File: src/rtl/mixcolumns_seq_if.sv
// Handshake bundle for the sequential MixColumns stage: upstream state in,
// downstream result out, plus the busy status flag.
interface mixcolumns_seq_if #(parameter int NCOL = 4);
  logic                 in_valid;
  logic                 in_ready;
  logic [NCOL*32-1:0]   in_state;
  logic                 in_bypass;
  logic                 out_valid;
  logic                 out_ready;
  logic [NCOL*32-1:0]   out_state;
  logic                 busy;

  // Block side
  modport slave (
    input  in_valid, in_state, in_bypass, out_ready,
    output in_ready, out_valid, out_state, busy
  );

  // Driver / consumer side
  modport master (
    output in_valid, in_state, in_bypass, out_ready,
    input  in_ready, out_valid, out_state, busy
  );
endinterface

File: src/rtl/mixcolumns_seq.sv
// Sequential AES MixColumns: one combinational column mixer is time-shared
// over the four columns of the buffered state, one column per cycle.
// Bypass (final round) skips the mixing and returns the state unchanged.

// One AES column through MixColumns, GF(2^8) mod 0x11B. Row r output is
// 2*b[r] ^ 3*b[r+1] ^ b[r+2] ^ b[r+3] (indices mod 4).
module mixcolumns_col (
  input  logic [31:0] i_col,
  output logic [31:0] o_col
);
  function automatic logic [7:0] xt(input logic [7:0] b);
    return {b[6:0], 1'b0} ^ (b[7] ? 8'h1b : 8'h00);
  endfunction

  logic [3:0][7:0] w_b;
  logic [3:0][7:0] w_c;

  assign w_b   = i_col;
  assign o_col = w_c;

  for (genvar r = 0; r < 4; r++) begin : g_row
    assign w_c[r] = xt(w_b[r]) ^ xt(w_b[(r+1)%4]) ^ w_b[(r+1)%4]
                  ^ w_b[(r+2)%4] ^ w_b[(r+3)%4];
  end
endmodule

module mixcolumns_seq #(
  parameter int NCOL = 4
) (
  input  logic                  clk,
  input  logic                  rst,
  mixcolumns_seq_if.slave       bus
);
  typedef enum logic [1:0] {S_IDLE, S_RUN, S_DONE} state_t;

  state_t                r_state;
  state_t                w_next;
  logic [1:0]            r_cnt;
  logic [NCOL-1:0][31:0] r_buf;
  logic [31:0]           w_col_in;
  logic [31:0]           w_col_out;

  // Column selected by the counter feeds the single shared mixer.
  assign w_col_in = r_buf[r_cnt];

  mixcolumns_col u_mix (
    .i_col (w_col_in),
    .o_col (w_col_out)
  );

  // Result is the buffer itself; only meaningful while out_valid is high.
  assign bus.out_state = r_buf;

  // Next-state and handshake outputs. Bypass is decided at the accept edge,
  // so it never needs to be stored.
  always_comb begin
    w_next        = r_state;
    bus.in_ready  = 1'b0;
    bus.out_valid = 1'b0;
    bus.busy      = 1'b0;
    case (r_state)
      S_IDLE: begin
        bus.in_ready = 1'b1;
        if (bus.in_valid) w_next = bus.in_bypass ? S_DONE : S_RUN;
      end
      S_RUN: begin
        bus.busy = 1'b1;
        if (r_cnt == 2'd3) w_next = S_DONE;
      end
      S_DONE: begin
        bus.busy      = 1'b1;
        bus.out_valid = 1'b1;
        if (bus.out_ready) w_next = S_IDLE;
      end
      default: w_next = S_IDLE;
    endcase
  end

  // State register, column counter and state buffer; reset wins over all.
  always_ff @(posedge clk) begin
    if (rst) begin
      r_state <= S_IDLE;
      r_cnt   <= 2'd0;
      r_buf   <= '0;
    end else begin
      r_state <= w_next;
      if (r_state == S_IDLE && bus.in_valid) begin
        r_buf <= bus.in_state;
        r_cnt <= 2'd0;
      end else if (r_state == S_RUN) begin
        r_buf[r_cnt] <= w_col_out;
        r_cnt        <= r_cnt + 2'd1;
      end
    end
  end
endmodule

File: src/flat_wrapper.sv
// flat-port wrapper written by rule: the top's interface ports become plain ports
module mixcolumns_seq_flat 
#(
  parameter int NCOL = 4
)
  (clk, rst, bus_in_valid, bus_in_state, bus_in_bypass, bus_out_ready, bus_in_ready, bus_out_valid, bus_out_state, bus_busy);
  mixcolumns_seq_if #(.NCOL(NCOL)) bus_i ();
  input  logic clk;
  input  logic rst;
  input wire logic [$bits(bus_i.in_valid)-1:0] bus_in_valid;
  input wire logic [$bits(bus_i.in_state)-1:0] bus_in_state;
  input wire logic [$bits(bus_i.in_bypass)-1:0] bus_in_bypass;
  input wire logic [$bits(bus_i.out_ready)-1:0] bus_out_ready;
  output wire logic [$bits(bus_i.in_ready)-1:0] bus_in_ready;
  output wire logic [$bits(bus_i.out_valid)-1:0] bus_out_valid;
  output wire logic [$bits(bus_i.out_state)-1:0] bus_out_state;
  output wire logic [$bits(bus_i.busy)-1:0] bus_busy;
  assign bus_i.in_valid = bus_in_valid;
  assign bus_i.in_state = bus_in_state;
  assign bus_i.in_bypass = bus_in_bypass;
  assign bus_i.out_ready = bus_out_ready;
  assign bus_in_ready = bus_i.in_ready;
  assign bus_out_valid = bus_i.out_valid;
  assign bus_out_state = bus_i.out_state;
  assign bus_busy = bus_i.busy;
  mixcolumns_seq #(.NCOL(NCOL)) u_core (.clk(clk), .rst(rst), .bus(bus_i));
endmodule
File: config.mk
export PLATFORM = sky130hd
export DESIGN_NAME = mixcolumns_seq_flat
export DESIGN_NICKNAME = d
export VERILOG_FILES = /design/src/rtl/mixcolumns_seq_if.sv /design/src/rtl/mixcolumns_seq.sv /design/src/flat_wrapper.sv
export SDC_FILE = /design/constraint.sdc
export NUM_CORES = 1
export LEC_CHECK = 0
export ABC_CLOCK_PERIOD_IN_PS = 2120
export CAP_MARGIN = 10
export CELL_PAD_IN_SITES_DETAIL_PLACEMENT = 1
export CELL_PAD_IN_SITES_GLOBAL_PLACEMENT = 2
export CORE_ASPECT_RATIO = 1.2
export CORE_MARGIN = 3
export CORE_UTILIZATION = 26
export CTS_BUF_LIST = sky130_fd_sc_hd__clkbuf_8 sky130_fd_sc_hd__clkbuf_16
export CTS_CLUSTER_SIZE = 40
export DETAILED_ROUTE_END_ITERATION = 10
export GPL_TIMING_DRIVEN = 0
export PLACE_DENSITY = 0.88
export SLEW_MARGIN = 25
export SYNTH_ARGS = -nofsm -noshare
export SYNTH_HDL_FRONTEND = slang
export SYNTH_SLANG_ARGS = --single-unit
File: constraint.sdc
create_clock -name clk -period 2.12 [get_ports clk]
set_input_delay 0.53 -clock clk [delete_from_list [all_inputs] [get_ports clk]]
set_output_delay 0.53 -clock clk [all_outputs]
set_load 0.005 [all_outputs]
==> impl_metrics.json, run 1 <==
{
  "clockPowerShare_pct": 21.3,
  "cpMaxStageDelayCell": "xnor3_2",
  "crit_path_cell_trace": "buf_12 -> buf_12 -> buf_12 -> buf_12 -> mux4_2 -> buf_8 -> xnor3_2 -> nand3_1 -> a311oi_1",
  "worst_setup_hold_path_clk_slew_ps": 70,
  "cp_top_family": "buffers and inverters",
  "gr-total-overflow": 0,
  "leakage_nw": 5.44,
  "clk-insertion-delay-late_ps": 450,
  "synth_async_sr_flop_share_pct": 0,
  "finalInstanceArea_sq_um": 15600,
  "final_min_period_over_clock_period_pct": 121,
  "critical_path.startpoint": "u_core.r_cnt[1]$_SDFFE_PP0P_",
  "hpwlAfterDp_um": 35200,
  "worst_case_setup_slack_after_placement_ps": -1030,
  "maximum_number_of_pins_on_one_net_before_global_route_repair": 17,
  "timing.critical_path.slowest_cell_delay_ps": 480,
  "grt_setup_unrepaired": "yes",
  "netlist_area_sq_um": 8860,
  "drt_wl_total_um": 55200,
  "synthesis.yosys.warnings": 0,
  "num_io_pins": 264,
  "grt_pass1_vias": 11000,
  "postLayoutCoreUtil_pct": 46.8,
  "synth_top_cells_by_area": "dfxtp_1, xnor3_1, nand3_1, a311oi_1, xor3_1",
  "mappedNetlistNets": 1042,
  "place_congestion": 0.930,
  "cts.sinks": 132,
  "antenna_cells_inserted": 0,
  "tritoncts": "yes",
  "worstRegToRegCells": 9,
  "critical_path.startpoint_type": "flop",
  "timing_worst_setup_path_type": "flop to flop",
  "worstPathBufferInverterCount": 5,
  "dominantRegCellSynth": "dfxtp_1",
  "floorplan.die_area_sq_um": 36300,
  "placement.cell_area_sq_um": 12200,
  "r2r_slack_ps": -440,
  "place.detailed.instances": 1614,
  "first_pass_grt_wire_length_um": 73800,
  "cts-root-to-sink-buffers": 2,
  "internal_power_mw": 9.11,
  "drt_first_iter_violations": 1079,
  "placement_rows": 73,
  "start_util_pct": 26.6,
  "post_drt_wl_per_cell_um": 31.8,
  "cts-root-buf": "clkbuf_16",
  "timing.critical_path.to_type": "flop",
  "number_of_flops_mapped_to_enable_cells_by_yosys": 0,
  "drive_above_1_share_pct": 37.9,
  "crit_fanout": 7,
  "postLayoutSetupSlackWorst_ps": -441,
  "layer_with_the_highest_usage_after_global_routing": "met2",
  "cap_viol_max_count": 0,
  "detail-route-antenna-nets": 0,
  "dieHeight_um": 208,
  "clock.fmax_mhz": 390,
  "syn_area_per_cell_sq_um": 9.82,
  "finalHoldWorstSlack_ps": 587,
  "comb_power_share_pct": 57.8,
  "required_ps": 2450,
  "finish.net_count": 1416,
  "met2_usage_pct": 45.9,
  "grt.met3_usage_pct": 6.33,
  "timing.final.max_slew_violations": 0,
  "outcome": "complete, but fails checks",
  "setup-violations-final": 128,
  "synth_top_area_cell": "dfxtp_1",
  "dr.pass1.iters": 5,
  "timing_hold_violations_final": 0,
  "irDropWorstVdd_v": 0.000685,
  "net-switching-power_mw": 6.36,
  "finClkSkew_ps": 13.8,
  "synth_commonest_cells": "nand3_1, dfxtp_1, nor2_1, a21oi_1, a311oi_1",
  "worstPathArrival_ps": 2900,
  "crit_path_frequent_cell": "buf_12",
  "synth_cell_type_count": 38,
  "max-slew-margin-rel_pct": 27.7,
  "coreArea_sq_um": 33300,
  "residual_drc_count": 0,
  "power.density_cell_area_nw_per_um2": 992,
  "worst_slew_pin_slew_ps": 1080,
  "use_met1_pct": 32.0,
  "grt.total_usage_pct": 27.4,
  "fraction_of_the_yosys_area_taken_by_sequential_cells_pct": 29.8,
  "synth.top_cell.area_share_pct": 29.8,
  "routed-via-count": 10600,
  "total_of_flip_flops_plus_latches_after_synthesis": 132,
  "sequentialPowerShare_pct": 20.8,
  "min-delay-path-class": "flop to flop",
  "syn-instance-count": 902,
  "crit_path_end": "u_core.bus.out_state[46]$_SDFFE_PP0P_",
  "vias_per_cell": 6.08,
  "areaGrowthSynthToFinish_pct": 76.2,
  "antenna_found_initial": 1,
  "synthMostInstantiatedCell": "nand3_1",
  "depth_of_the_cts_h_tree": 4,
  "worst_r2r_startpoint": "u_core.r_cnt[1]$_SDFFE_PP0P_",
  "finalNonFillerCells": 1739,
  "die_x_extent_um": 175,
  "power_switching_share_pct": 41.1,
  "critical_path_cell_count": 9,
  "timing.final.crit_period_ps": 2560,
  "cts-buffers-inserted": 17,
  "failing_checks": "setup timing",
  "hold_start": "u_core.bus.out_state[117]$_SDFFE_PP0P_",
  "numPortBuffers": 262,
  "fillcell_total": 3537,
  "worstReg2RegEnd": "u_core.bus.out_state[46]$_SDFFE_PP0P_"
}
## logic make-up after synthesis
kind of cell               Yosys count  synth area share [%]
DFF                                132                  29.8
buffers and inverters              110                  5.79
xor gates and xnor gates            94                  20.6
adders and majority gates            7                 0.989
and+or+nand+nor                    265                  13.8
muxes                               33                  8.71
AOI/OAI and AO/OA                  261                  20.2
## layer usage
layer / share of wire [%] / wire length [um]
met1: 35 / 19400
met2: 47 / 26100
met3: 9.7 / 5340
met4: 7.9 / 4350
met5: 0.024 / 13
## cells in the final DEF (no fill, tap or decap), drive strengths merged, types with 39 or more instances in the layout
master | netlist | layout
buf | 31 | 128
o22ai | 49 | 49
clkbuf | 73 | 86
clkdlybuf4s50 | 0 | 259
xnor3 | 39 | 39
a21oi | 81 | 81
dfxtp | 132 | 132
a311oi | 80 | 80
nand3 | 156 | 156
nor2 | 85 | 85
a22oi | 48 | 48
## layout make-up
type,instances,area [sq um],area share (%)
Multi-Input combinational cell,660,7060,45.2
Timing Repair Buffer,364,3860,24.8
Sequential cell,132,2650,17.0
Buffer,95,833,5.34
Tap cell,450,563,3.61
Clock buffer,17,425,2.73
Clock inverter,15,194,1.24
Inverter,6,22.5,0.144
## worst min-delay path by stage
stage                                                   endpoint  slack (ps)  cells after the start
after global placement            u_core.r_state[0]$_SDFFE_PP0P_         490                      2
after global routing              u_core.r_state[0]$_SDFFE_PP0P_         620                      2
after detailed placement          u_core.r_state[0]$_SDFFE_PP0P_         500                      2
after CTS                         u_core.r_state[0]$_SDFFE_PP0P_         520                      2
after floorplan                   u_core.r_state[0]$_SDFFE_PP0P_         470                      2
final                     u_core.bus.out_state[117]$_SDFFE_PP0P_         590                      2
## sequential cells by signal, indices dropped and copies added (netlist names)
signal,flops
u_core.r_state,2
u_core.bus.out_state,128
u_core.r_cnt,2
## per-stage QoR
step	TNS, ps	total power, mW
finish	-39750	15.5
global route	-45500	15.8
CTS	-33540	14.1
detailed placement	-107940	9.62
global placement	-99520	9.49
floorplan	-2150	7.10
## power groups by stage
stage          sequential [mW]  combinational (mW)  clock (mW)
5_1_grt                   3.24                9.19        3.38
3_5_place_dp              3.25                6.37           0
3_3_place_gp              3.25                6.25           0
4_1_cts                   3.20                7.67        3.26
6_report                  3.23                8.95        3.30
2_1_floorplan             3.14                3.96           0
## what timing repair did
action                                  4_1_cts  5_1_grt
hold buffers                                  0        0
endpoints found under the setup margin      132      129
gates cloned                                  7        1
hold endpoints to repair                      0        0
setup buffers                                70       26
gates resized for setup                     244      205
pin swaps                                   130       96
## worst min-delay path, cell delays in order, from the launching register on
cell	delay (ps)
dfxtp_1	320
a21oi_1	130
a311oi_1	90
(Power assumes the default switching activity.)
==> inputs of run 2 (changes only) <==
Settings changed: ABC_CLOCK_PERIOD_IN_PS 2120 to unset, CORE_UTILIZATION 26 to 29, PLACE_DENSITY 0.88 to 0.92, RECOVER_POWER set to 100.
Clock period 2.12 ns to 2.9 ns, I/O delays scaled along.
==> run 2 against run 1 <==
Against the previous run:
- the flow now finishes without violations
- utilization decreased by 4.5 points
- clock-buffer cell count increased by 1
- sequential share of layout area increased by 3.9 points
- hold slack got worse by 40 ps
- combinational power decreased by 49%
- critical path depth increased by 1
- die area decreased by 10%
- sequential cell count unchanged
==> impl_metrics.json, run 2 (synthesis results as in run 1) <==
{
  "dieHeight_um": 197,
  "critical_path.startpoint_type": "flop",
  "timing.final.crit_period_ps": 2880,
  "timing.final.max_slew_violations": 0,
  "setup-violations-final": 0,
  "placement_rows": 69,
  "hpwlAfterDp_um": 34000,
  "routed-via-count": 9784,
  "hold_start": "u_core.r_state[0]$_SDFFE_PP0P_",
  "post_drt_wl_per_cell_um": 29.7,
  "worst_case_setup_slack_after_placement_ps": -462,
  "worstReg2RegEnd": "u_core.bus.out_state[69]$_SDFFE_PP0P_",
  "cap_viol_max_count": 0,
  "grt.total_usage_pct": 28.1,
  "post_cts_setup_repair_bufs": 0,
  "timing.critical_path.slowest_cell_delay_ps": 720,
  "drive_above_1_share_pct": 9.53,
  "dr.pass1.iters": 5,
  "endpoint_of_the_worst_hold_timing_path": "u_core.r_state[0]$_SDFFE_PP0P_",
  "critical_path.startpoint": "u_core.r_cnt[0]$_SDFFE_PP0P_",
  "drt_wl_total_um": 47100,
  "leakage_nw": 4.78,
  "drt_first_iter_violations": 931,
  "worst_r2r_startpoint": "u_core.r_cnt[0]$_SDFFE_PP0P_",
  "r2r_slack_ps": 20,
  "power.density_cell_area_nw_per_um2": 720,
  "crit_fanout": 10,
  "cpMaxStageDelayCell": "clkbuf_1",
  "finalInstanceArea_sq_um": 12600,
  "first_pass_grt_wire_length_um": 67000,
  "worstRegToRegCells": 10,
  "tritoncts": "yes",
  "clk-insertion-delay-late_ps": 440,
  "depth_of_the_cts_h_tree": 4,
  "register_area_sq_um": 2640,
  "num_io_pins": 264,
  "max-slew-margin-rel_pct": 34.9,
  "die_x_extent_um": 166,
  "irDropWorstVdd_v": 0.000377,
  "final_cell_mix": "nand3_1, dfxtp_1, clkdlybuf4s50_1, dlygate4sd3_1, nor2_1",
  "number_of_flip_flops_in_the_largest_register": 128,
  "placement.cell_area_sq_um": 12000,
  "timing_hold_violations_final": 0,
  "required_ps": 3230,
  "worstPathArrival_ps": 3210,
  "coreArea_sq_um": 29900,
  "hold_depth": 2,
  "worst_slew_pin_slew_ps": 977,
  "residual_drc_count": 0,
  "antenna_cells_inserted": 0,
  "timing.critical_path.to_type": "flop",
  "detail-route-antenna-nets": 0,
  "grt_setup_unrepaired": "yes",
  "worst_setup_hold_path_clk_slew_ps": 70,
  "antenna_found_initial": 3,
  "numPortBuffers": 262,
  "crit_path_cell_trace": "buf_4 -> buf_6 -> buf_6 -> inv_1 -> ha_1 -> and2_0 -> clkbuf_1 -> clkbuf_1 -> nand3_1 -> a311oi_1",
  "fillcell_total": 3400,
  "finish.net_count": 1323,
  "timing_worst_setup_path_type": "flop to flop",
  "cts-buffers-inserted": 17,
  "gr-total-overflow": 0,
  "cts-root-to-sink-buffers": 2,
  "outcome": "finished clean",
  "min-delay-path-class": "flop to flop",
  "cts.sinks": 132,
  "cts-root-buf": "clkbuf_16",
  "floorplan.die_area_sq_um": 32700,
  "postLayoutSetupSlackWorst_ps": 15.0,
  "maximum_number_of_pins_on_one_net_before_global_route_repair": 17,
  "vias_per_cell": 6.17,
  "place_congestion": 0.944,
  "grt_pass1_vias": 10200,
  "setup_tns_final_ps": 0,
  "multi_input_area_sq_um": 5780,
  "fin_total_pwr_mw": 9.09,
  "areaGrowthSynthToFinish_pct": 42.6,
  "clock.fmax_mhz": 347,
  "finClkSkew_ps": 14.8,
  "start_util_pct": 29.7,
  "leading_cell_type_in_the_layout_fill_and_taps_excluded": "nand3_1",
  "final_min_period_over_clock_period_pct": 99.5
}
run 2: changes by cell type in the layout (fill, tap and decap cells not counted), moves of 56 or more:
cell,previous run,this run
a311oi_2,56,0
nand3_2,83,0
a311oi_1,24,80
dlygate4sd3_1,0,131
nand3_1,72,156
clkdlybuf4s50_1,259,131
run 2: timing repair:
| action | 4_1_cts | 5_1_grt |
|---|---|---|
| hold buffers | 0 | 0 |
| resized for setup | 11 | 28 |
| endpoints found under the setup margin | 41 | 73 |
| hold endpoints to repair | 0 | 0 |
run 2: area by class of cell:
class                   instances  share of cell area, %
multi-input cells             660                   45.7
flip-flops and latches        132                   20.9
repair buffers                262                   20.8
plain buffers                 104                   4.09
well taps                     390                   3.86
clock buffers                  18                   3.48
clock inverters                14                  0.990
inverters                       6                  0.178
run 2: critical path, delay by kind of cell, from the launching register on:
| kind | cells | cell delay [ps] |
|---|---|---|
| DFF | 1 | 330 |
| AOI/OAI and AO/OA | 1 | 320 |
| buffers and inverters | 6 | 1600 |
| adders and majority gates | 1 | 180 |
| and+or+nand+nor | 2 | 330 |
run 2: metal layers:
metal  vias to the layer above  part of all wire [%]  wire [um]  GRT usage [%]
li1                       4064                     -          -              -
met1                      4827                    37      17500           34.9
met2                       723                    46      21900           45.1
met3                       164                    11       5270           7.80
met4                         6                   5.1       2380           13.4
met5                         -                  0.10         48              0
run 2: worst max path at each step:
stage	end	slack, ps
after global placement	u_core.bus.out_state[85]$_SDFFE_PP0P_	-300
after detailed placement	u_core.bus.out_state[85]$_SDFFE_PP0P_	-460
after CTS	u_core.bus.out_state[57]$_SDFFE_PP0P_	8
final	u_core.bus.out_state[69]$_SDFFE_PP0P_	20
after floorplan	u_core.bus.out_state[49]$_SDFFE_PP0P_	610
after global routing	u_core.bus.out_state[30]$_SDFFE_PP0P_	-20
run 2: where the power goes:
group / internal (mW) / switching (mW)
Combinational: 2.12 / 2.46
Sequential: 2.08 / 0.265
Clock: 1.21 / 0.964
Total: 5.40 / 3.69
run 2: through the flow:
| stage | instances | hold WS [ps] | utilization [%] |
|---|---|---|---|
| final | 1586 | 547 | 42.3 |
| after floorplan | 902 | 467 | - |
| after global placement | 1554 | 502 | 40.1 |
| after global routing | 1586 | 593 | 42.3 |
| after CTS | 1586 | 552 | 42.0 |
| after detailed placement | 1554 | 542 | 40.1 |
